**src/rtl/adc_capture_ctrl.sv**
```systemverilog
// adc_capture_ctrl: burst capture of AD9238 ch0/ch1 sample pairs into sample RAM.
// A start pulse launches a capture of DEPTH packed words written from BASE_ADDR,
// one word every dec+1 cycles; abort or completion returns to IDLE.
module adc_capture_ctrl #(
  parameter int                ADDR_W    = 13,
  parameter logic [ADDR_W-1:0] BASE_ADDR = 13'h0400,
  parameter int                DEPTH     = 1024,
  parameter int                DEC_W     = 8
) (
  input  logic              sys_clk,
  input  logic              sys_rst_n,
  input  logic              csr_start_in,
  input  logic              csr_abort_in,
  input  logic [DEC_W-1:0]  csr_decim_in,
  input  logic [11:0]       ad9238_data_ch0,
  input  logic [11:0]       ad9238_data_ch1,
  output logic [ADDR_W-1:0] adc_addr,
  output logic [31:0]       adc_wdata,
  output logic              adc_we,
  output logic              busy,
  output logic              done
);

  typedef enum logic {IDLE, CAPTURE} state_t;

  // Word count is one bit wider than the address so DEPTH itself is representable.
  localparam logic [ADDR_W:0] CNT_END = (ADDR_W+1)'(DEPTH);

  state_t            state, state_nxt;
  logic [11:0]       s0, s1;
  logic [DEC_W-1:0]  dec, dcnt;
  logic [ADDR_W:0]   cnt;
  logic              fin;

  // All DEPTH words issued; the capture closes on the edge after the last write.
  assign fin = (cnt == CNT_END);

  // State register
  always_ff @(posedge sys_clk or negedge sys_rst_n) begin
    if (!sys_rst_n) state <= IDLE;
    else            state <= state_nxt;
  end

  // Next-state: start only in IDLE, abort/completion only in CAPTURE
  always_comb begin
    state_nxt = state;
    case (state)
      IDLE:    if (csr_start_in)        state_nxt = CAPTURE;
      CAPTURE: if (csr_abort_in || fin) state_nxt = IDLE;
      default: state_nxt = IDLE;
    endcase
  end

  // Datapath: input registers, decimation, write strobe/address/data, status
  always_ff @(posedge sys_clk or negedge sys_rst_n) begin
    if (!sys_rst_n) begin
      s0        <= '0;
      s1        <= '0;
      dec       <= '0;
      dcnt      <= '0;
      cnt       <= '0;
      adc_addr  <= BASE_ADDR;
      adc_wdata <= '0;
      adc_we    <= 1'b0;
      busy      <= 1'b0;
      done      <= 1'b0;
    end else begin
      s0 <= ad9238_data_ch0;
      s1 <= ad9238_data_ch1;
      case (state)
        IDLE: begin
          adc_we   <= 1'b0;
          adc_addr <= BASE_ADDR;
          if (csr_start_in) begin
            dec  <= csr_decim_in;
            dcnt <= '0;
            cnt  <= '0;
            busy <= 1'b1;
            done <= 1'b0;
          end
        end
        CAPTURE: begin
          if (csr_abort_in) begin
            // abort wins over a write due on this edge; done stays clear
            adc_we   <= 1'b0;
            busy     <= 1'b0;
            adc_addr <= BASE_ADDR;
          end else if (fin) begin
            adc_we   <= 1'b0;
            busy     <= 1'b0;
            done     <= 1'b1;
            adc_addr <= BASE_ADDR;
          end else if (dcnt == '0) begin
            adc_we    <= 1'b1;
            adc_wdata <= {4'h0, s1, 4'h0, s0};
            adc_addr  <= BASE_ADDR + cnt[ADDR_W-1:0];
            cnt       <= cnt + 1'b1;
            dcnt      <= dec;
          end else begin
            adc_we <= 1'b0;
            dcnt   <= dcnt - 1'b1;
          end
        end
        default: adc_we <= 1'b0;
      endcase
    end
  end

endmodule

```
**config.mk**
```make
export PLATFORM = sky130hd
export DESIGN_NAME = adc_capture_ctrl
export DESIGN_NICKNAME = d
export VERILOG_FILES = /design/src/rtl/adc_capture_ctrl.sv
export SDC_FILE = /design/constraint.sdc
export NUM_CORES = 1
export LEC_CHECK = 0
export ABC_CLOCK_PERIOD_IN_PS = 4500
export BUFFER_PORTS_ARGS = -buffer_cell sky130_fd_sc_hd__buf_2
export CORE_ASPECT_RATIO = 2
export CORE_MARGIN = 3
export CORE_UTILIZATION = 58
export CTS_CLUSTER_DIAMETER = 150
export DETAILED_ROUTE_END_ITERATION = 6
export PLACE_DENSITY = 0.95
export SYNTH_ARGS = -nofsm -noshare
export SYNTH_HDL_FRONTEND = slang
export SYNTH_SLANG_ARGS = --single-unit
```
**constraint.sdc**
```tcl
create_clock -name sys_clk -period 4.5 [get_ports sys_clk]
set_input_delay 0.9 -clock sys_clk [delete_from_list [all_inputs] [get_ports sys_clk]]
set_output_delay 0.9 -clock sys_clk [all_outputs]
set_load 0.03 [all_outputs]
```
# Word level (Yosys, flattened, before mapping)
# Index checks and enable logic that the tools add are counted.
[totals]
in_bits = 36
word_cells = 62
out_inout_bits = 48
register_bits = 95
[classes]
n_reduce_logical = 8
bitwise = 3
add_sub_neg = 3
n_eq_ne = 8
mux = 29
[op_table]
columns = ["operator", "n"]
rows = [
  ["14-bit two-way mux", 4],
  ["13-bit two-way mux", 3],
  ["8-bit two-way mux", 4],
  ["14-bit case mux with 2 select lines", 1],
  ["13-bit case mux with 2 select lines", 1],
  ["8-bit case mux with 2 select lines", 1],
  ["14-bit by 1-bit adder with 14-bit output (second input constant)", 1],
  ["14-bit by 11-bit equality test with 1-bit output (second input constant)", 1],
  ["11-bit by 13-bit adder with 13-bit output (first input constant)", 1],
  ["1-bit two-way mux", 11],
  ["8-bit zero test", 1],
  ["1-bit case mux with 2 select lines", 4],
  ["4-bit AND reduction", 2],
  ["8-bit by 1-bit subtractor with 8-bit output (second input constant)", 1],
  ["2-bit inequality test (second input constant)", 3],
  ["3-bit AND reduction", 2],
  ["2-bit by 1-bit inequality test with 1-bit output (second input constant)", 2],
  ["4-bit by 2-bit inequality test with 1-bit output (second input constant)", 1],
  ["2-bit AND reduction", 2],
  ["3-bit by 2-bit inequality test with 1-bit output (second input constant)", 1],
  ["1-bit inverter", 3],
  ["1-bit logical OR", 1],
]

# Longest topological paths before layout
# Gate-level depths: netlist of run 1.
[logic_depth]
ltp_word = 5
depth_mapped = 8
mapped_depth_nobuf = 6

# Worst setup path before layout of run 1
# OpenSTA, ideal clock, no wires.
[synth_timing]
kind = "input-to-reg"
from = "input csr_abort_in"
to = "register adc_wdata[11]"
arrival_time_ns = 2.116
n_path_buf = 1
setup_time_ns = 0.125
path_stages = 5
required_ns = 4.375
path_slack_ns = 2.259
path_cell_list = "nand2b_1 -> a31o_2 -> nor2_4 -> buf_4 -> mux2_2"
[synth_via]
elab_chain_len = 2
[synth_rtl]
columns = ["element", "line", "rtl"]
rows = [
  ["from (decl)", "13", "input logic csr_abort_in,"],
  ["1-bit inverter (no line)", "-", ""],
  ["4-bit AND reduction (no line)", "-", ""],
  ["to (signal assigned)", "95", "adc_wdata <= {4'h0, s1, 4'h0, s0};"],
  ["to (decl)", "18", "output logic [31:0] adc_wdata,"],
]
# Every way passes these cells.
# A chain may end at the register's enable or synchronous reset.

# Final worst setup path of run 1
[layout_timing]
from = "register dcnt[0]"
to = "register adc_wdata[3]"
[layout_via]
elab_chain_len = 2
[layout_rtl]
columns = ["element", "line", "rtl"]
rows = [
  ["from (decl)", "31", "logic [DEC_W-1:0] dec, dcnt;"],
  ["from (signal assigned)", "101", "dcnt <= dcnt - 1'b1;"],
  ["8-bit zero test", "93", "end else if (dcnt == '0) begin"],
  ["4-bit AND reduction (no line)", "-", ""],
]
# Every way passes these cells.

==> results_dict.tcl, run 1 <==
set metrics [dict create \
    grt_pass1_wl_mm 15.17 \
    clock-root-buffer "sky130_fd_sc_hd__clkbuf_16" \
    antenna_left 0 \
    worstSetupPathType "reg2reg" \
    fillerInstances 474 \
    final.setup.tns_ns 0 \
    nets 466 \
    layout_min_cycle_time_ns 2.720 \
    netlist_cell_types 54 \
    detailroute.via_count 3000 \
    post-cts-setup-buffer-count 0 \
    synth-warning-count 0 \
    overall_fraction_of_global_route_tracks_in_use_pct 25.37 \
    netlist_instances 349 \
    detailedRoute.firstIterationViolations 224 \
    flow.area_growth_from_synthesis_pct 17.63 \
    timing.critical_path.from "dcnt[0]" \
    dr.pass1.iters 4 \
    synth_largest_type_area_fraction_pct 58.55 \
    number_of_enable_type_register_cells_in_the_synthesized_netlist 0 \
    vdd_ir_drop_max_v 0.0003253 \
    synth_area_leaders "sky130_fd_sc_hd__dfrtp_1 (59%), sky130_fd_sc_hd__mux2_2 (6.7%), sky130_fd_sc_hd__nand2_1 (5.9%)" \
    drc 0 \
    postLayoutSetupSlackWorst_ns 1.780 \
    timing.critical_path.fanout_max 25 \
    worst_r2r_path_depth 6 \
    cp-end-kind "flop" \
    yosys_register_bits 95 \
    first_global_vias 3038 \
    finalWeightedCongestion 0.8852 \
    final-setup-viol-count 0 \
    ff2ff_setup_slack_ns 1.78 \
    syn_area_um2 4018 \
    cts_hold_buf 0 \
    fraction_of_registers_with_async_set_or_reset_after_synthesis_pct 100.0 \
    starting_density_of_the_core_pct 60.20 \
    critical_path_cell_with_the_highest_stage_delay "sky130_fd_sc_hd__nor2_4" \
    htree_num_levels 3 \
    fp-row-count 42 \
    final_cell_area_um2 4726 \
    maximum_clock_path_buffer_count 2 \
    power_density_nw_per_um2 629.7 \
    grt_start_max_net_pins 68 \
    critPathArrivalTime_ns 2.94 \
    min_to "dec[7]" \
    required_ns 4.72 \
    routed_wire_length_per_instance_um 18.66 \
    place_worst_setup_slack_ns 1.518 \
    wirelength_mm 9.666 \
    worst-slew-pin-transition_ns 0.8554 \
    chipWidth_um 64.85 \
    globalRoute.totalOverflow 0 \
    report.final.slew_viol_count 0 \
    port_buffers 75 \
    fmax_mhz 367.7 \
    critical-path-max-stage-delay_ns 0.60 \
    worstReg2RegStart "dcnt[0]" \
    place.detailed.hpwl_mm 6.408 \
    clock_tree_from_tritoncts "built" \
    primary_flip_flop_cell_chosen_by_synthesis_mapping "sky130_fd_sc_hd__dfrtp_1" \
    run_status "finished clean" \
    antenna_found_initial 0 \
    die_height_um 123.7 \
    detailed_place.area_um2 4433 \
    timing.hold.worst.class "reg2reg" \
    die_ar_um2 8022 \
    cts.sinks 95 \
    r2r_end "adc_wdata[3]" \
    cts_repair_resize_count 0 \
    setup_repair_after_global_routing_missed_its_margin "false" \
    synth_top_area_cell "sky130_fd_sc_hd__dfrtp_1" \
    fin_worst_skew_ns 0.01126 \
    insertion_delay_ns 0.34 \
    crit_chain "inv_1 -> ha_1 -> nor3b_1 -> nand2_1 -> nor2_4 -> mux2_2" \
    cts_made_buffers 9 \
    finalHoldViolations 0 \
    crit_path_start_kind "flop" \
    max-slew-margin-rel_pct 42.71 \
    clkSlewWorstSetupHoldPaths_ns 0.07 \
    synth_sequential_area_ratio_pct 59.20 \
    max_cap_viol_count 0 \
    avgViaCountPerCell 5.792 \
    design.portCount 84 \
    leakagePower_nw 2.285 \
    timing.final.crit_share_pct 60.44 \
    layout-drive-gt1-share_pct 30.30 \
    worst_hold_path.num_cells 2 \
    core_area_um2 6674 \
    worst_min_delay_path_startpoint "dec[7]" \
    postSynthAreaPerCell_um2 11.51 \
]
[stage by stage]
| stage | utilization [%] | hold WS [ns] | instances | power (mW) |
|---|---|---|---|---|
| floorplan | - | 0.4374 | 356 | 1.930 |
| global placement | 66.42 | 0.4423 | 501 | 2.170 |
| detailed placement | 66.42 | 0.4630 | 501 | 2.230 |
| CTS | 70.77 | 0.4804 | 517 | 2.981 |
| global route | 70.77 | 0.5009 | 517 | 3.123 |
| finish | 70.81 | 0.4742 | 518 | 2.976 |
[how the worst max path moves through the flow]
stage / to / cells after the start
global route: adc_wdata[21] / 6
CTS: adc_wdata[10] / 6
detailed placement: adc_wdata[10] / 5
finish: adc_wdata[3] / 6
global placement: adc_wdata[2] / 5
floorplan: adc_wdata[11] / 5
[layout by cell type, fill, tap and decap left out, types with 5 or more instances in the layout]
cell and count:
sky130_fd_sc_hd__nor2_1 12, sky130_fd_sc_hd__a31oi_1 8, sky130_fd_sc_hd__mux2i_1 5, sky130_fd_sc_hd__ha_1 6, sky130_fd_sc_hd__nand3_1 7, sky130_fd_sc_hd__dfrtp_1 94, sky130_fd_sc_hd__conb_1 8, sky130_fd_sc_hd__nand2_1 63
sky130_fd_sc_hd__mux2_2 24, sky130_fd_sc_hd__nand2b_1 7, sky130_fd_sc_hd__clkbuf_16 9, sky130_fd_sc_hd__nand4_1 6, sky130_fd_sc_hd__a21oi_1 22, sky130_fd_sc_hd__buf_4 5, sky130_fd_sc_hd__buf_2 74, sky130_fd_sc_hd__inv_1 10
[area by class of cell]
cell class | instances | area (um2) | area share (%)
diodes | 1 | 2.502 | 0.05295
clock buffers | 10 | 239.0 | 5.057
clock inverters | 6 | 51.30 | 1.086
inverters | 10 | 37.54 | 0.7943
multi-input cells | 229 | 1499 | 31.72
flip-flops and latches | 95 | 2379 | 50.33
well taps | 88 | 110.1 | 2.330
repair buffers | 79 | 407.9 | 8.631
[cell families (layout without fill, tap and decap cells)]
kind of cell,Yosys count,in the layout,share of synthesized area (%)
AND/OR/NAND/NOR,119,119,14.76
AO/OA/AOI/OAI,63,63,10.96
XOR/XNOR,2,2,0.4361
flip-flops,95,95,59.20
adder cells (fa/ha/maj),6,6,1.869
multiplexers,31,31,8.533
buffers and inverters,32,105,4.142
other,1,9,0.09334
[where the power goes]
part,leakage [nW],internal [mW],total (mW),switching [mW]
Sequential,1.20,1.03,1.17,0.140
Combinational,0.951,0.366,1.07,0.705
Clock,0.133,0.396,0.731,0.335
Total,2.29,1.80,2.98,1.18
[routing by layer]
| layer | track usage [%] | share of wire (%) | wire length [um] | vias to the layer above |
|---|---|---|---|---|
| met4 | 13.51 | 3.6 | 346 | 0 |
| met5 | 0 | 0 | 0 | - |
| met3 | 4.332 | 5.3 | 510 | 32 |
| met1 | 27.89 | 35 | 3338 | 1464 |
| met2 | 45.80 | 57 | 5470 | 137 |
| li1 | - | - | - | 1367 |
[cell usage after synthesis, drive strengths merged (4+ instances only)]
cell type and instances:
mux2 26, nor3 4, nand4 6, inv 10
nand2b 7, o21ai 4, a31oi 8, nor2 14
a41o 4, clkbuf 5, buf 17, ha 6
nand3 7, a21oi 22, mux2i 5, nand2 63
dfrtp 94
[critical path: cells and delay by family, from the launching register on]
family        cells  cell delay, ns
simple gates      3            1.41
flops             1            0.42
mux               1            0.42
fa+ha+maj         1            0.21
buf+inv           1            0.12
[sequential cells by signal, indices dropped and copies added, names as in the netlist]
register,cells
adc_addr,13
cnt,14
busy,1
dec,8
s1,12
s0,12
adc_we,1
state,1
dcnt,8
adc_wdata,24
done,1
No activity file was read; power rests on OpenSTA's default activity.
==> inputs of run 2 (changes only) <==
Settings changed: ABC_CLOCK_PERIOD_IN_PS 4500 to 2500, CORE_UTILIZATION 58 to 49, PLACE_DENSITY 0.95 to 0.87.
Clock period 4.5 ns to 2.5 ns, I/O delays scaled along.
==> results_dict.tcl, run 2 (same netlist as run 1, synthesis figures left out) <==
set metrics [dict create \
    worstSetupPathType "reg2reg" \
    routed_wire_length_per_instance_um 16.60 \
    critPathArrivalTime_ns 2.42 \
    design.portCount 84 \
    chipWidth_um 70.03 \
    cts.sinks 95 \
    core_area_um2 7943 \
    wirelength_mm 8.832 \
    insertedDiodeCount 0 \
    path_delay_family "simple AND/OR/NAND/NOR gates" \
    setup_repair_after_global_routing_missed_its_margin "false" \
    crit_chain "inv_1 -> ha_1 -> nor3b_1 -> nand2_1 -> buf_4 -> o311ai_0 -> o41ai_1" \
    final-setup-viol-count 0 \
    clock-root-buffer "sky130_fd_sc_hd__clkbuf_16" \
    commonest_cells_after_routing_fill_and_taps_aside "sky130_fd_sc_hd__dfrtp_1 (94), sky130_fd_sc_hd__buf_2 (74), sky130_fd_sc_hd__nand2_1 (63), sky130_fd_sc_hd__mux2_2 (24), sky130_fd_sc_hd__a21oi_1 (22)" \
    fmax_mhz 449.8 \
    clock_tree_from_tritoncts "built" \
    critical_path_depth 7 \
    starting_density_of_the_core_pct 50.58 \
    power_density_nw_per_um2 1143 \
    first_global_vias 3061 \
    max_cap_viol_count 0 \
    report.final.slew_viol_count 0 \
    grt_pass1_wl_mm 14.39 \
    vdd_ir_drop_max_v 0.0005958 \
    post-cts-setup-buffer-count 0 \
    critical-path-max-stage-delay_ns 0.41 \
    postLayoutCoreUtil_pct 61.12 \
    final.setup.tns_ns 0 \
    top_register "adc_wdata" \
    htree_num_levels 3 \
    antenna_found_initial 0 \
    port_buffers 75 \
    timing.final.crit_share_pct 88.92 \
    overall_fraction_of_global_route_tracks_in_use_pct 19.46 \
    layout-drive-gt1-share_pct 31.19 \
    leakagePower_nw 2.357 \
    fp-row-count 46 \
    cts_made_buffers 9 \
    required_ns 2.70 \
    timing.critical_path.fanout_max 16 \
    worst_r2r_path_depth 7 \
    avgViaCountPerCell 5.622 \
    critical_path_cell_with_the_highest_stage_delay "sky130_fd_sc_hd__dfrtp_1" \
    cts_hold_buf 0 \
    layout_min_cycle_time_ns 2.223 \
    clkSlewWorstSetupHoldPaths_ns 0.06 \
    detailedRoute.firstIterationViolations 200 \
    die_ar_um2 9388 \
    finalHoldViolations 0 \
    dr.pass1.iters 5 \
    final_common_cell "sky130_fd_sc_hd__dfrtp_1" \
    detailroute.via_count 2991 \
    r2r_end "cnt[13]" \
    ff2ff_setup_slack_ns 0.28 \
    buffers_and_inverters_on_the_worst_path 2 \
    maximum_clock_path_buffer_count 2 \
    top_registers "adc_wdata: 24 flops, cnt: 14 flops, adc_addr: 13 flops" \
    flow.area_growth_from_synthesis_pct 20.83 \
    run_status "finished clean" \
    drc 0 \
    worstReg2RegStart "dcnt[1]" \
    antenna_left 0 \
    crit_path_start_kind "flop" \
    worst-slew-pin-transition_ns 0.8783 \
    largest_register_ff_count 24 \
    die_height_um 134.1 \
    finalWeightedCongestion 0.8774 \
    insertion_delay_ns 0.34 \
    place.detailed.hpwl_mm 6.483 \
    timing.hold.worst.class "in2async" \
    fin_worst_skew_ns 0.004786 \
    grt_start_max_net_pins 56 \
    cp-end-kind "flop" \
    globalRoute.totalOverflow 0 \
    nets 473 \
    cts_repair_resize_count 0 \
    max-slew-margin-rel_pct 41.17 \
]
==> run 2: changes by cell type in the layout (fill, tap and decap cells not counted) <==
cell / change
sky130_fd_sc_hd__buf_12: +2
sky130_fd_sc_hd__clkinvlp_4: -3
sky130_fd_sc_hd__clkbuf_8: +1
sky130_fd_sc_hd__clkinv_4: +1
sky130_fd_sc_hd__inv_8: -1
sky130_fd_sc_hd__diode_2: -1
sky130_fd_sc_hd__clkbuf_1: +1
sky130_fd_sc_hd__buf_4: +5
sky130_fd_sc_hd__bufinv_16: +2
sky130_fd_sc_hd__inv_6: -1
==> run 2: routing by layer <==
layer	global-route usage (%)	part of all wire, %
met5	0	0
met4	11.73	4.7
met3	4.801	6.1
met2	34.98	55
met1	19.89	34
==> run 2: how the worst max path moves through the flow <==
stage               slack (ns)          from            end
floorplan                 0.40       dcnt[0]  adc_wdata[11]
global placement          0.48  csr_abort_in  adc_wdata[27]
detailed placement        0.33       dcnt[0]        cnt[13]
CTS                       0.31       dcnt[0]        cnt[13]
global route              0.06       dcnt[0]        cnt[13]
finish                    0.28       dcnt[1]        cnt[13]
==> run 2: final cells by class <==
type	count	area [um2]
inverter	10	37.54
clock inverter	4	77.57
sequential	95	2379
timing repair buffer	86	485.5
fill	645	3088
clock buffer	12	256.5
multi-input combinational	229	1499
tap	96	120.1
==> run 2: worst register-to-register path: stages (launching register included) <==
cell                       delay, ns
sky130_fd_sc_hd__dfrtp_1        0.41
sky130_fd_sc_hd__inv_1          0.13
sky130_fd_sc_hd__ha_1           0.23
sky130_fd_sc_hd__nor3b_1        0.30
sky130_fd_sc_hd__nand2_1        0.25
sky130_fd_sc_hd__buf_4          0.26
sky130_fd_sc_hd__o311ai_0       0.36
sky130_fd_sc_hd__o41ai_1        0.14
==> run 2: through the flow <==
| step | setup WS, ns | power (mW) | cell area, um2 | std cells | hold WS, ns |
|---|---|---|---|---|---|
| 3_5_place_dp | 0.3251 | 4.090 | 4521 | 516 | 0.4653 |
| 2_1_floorplan | 0.3999 | 3.474 | 4044 | 356 | 0.2044 |
| 4_1_cts | 0.3073 | 5.582 | 4855 | 532 | 0.2160 |
| 6_report | 0.2769 | 5.551 | 4855 | 532 | 0.2021 |
| 5_1_grt | 0.05937 | 5.830 | 4855 | 532 | 0.2390 |
| 3_3_place_gp | 0.4772 | 3.998 | 4521 | 516 | 0.4475 |
==> run 2: power breakdown <==
| part | switching, mW | internal [mW] |
|---|---|---|
| registers | 0.237 | 1.86 |
| clock network | 0.538 | 0.934 |
| logic | 1.25 | 0.728 |
| total | 2.03 | 3.52 |
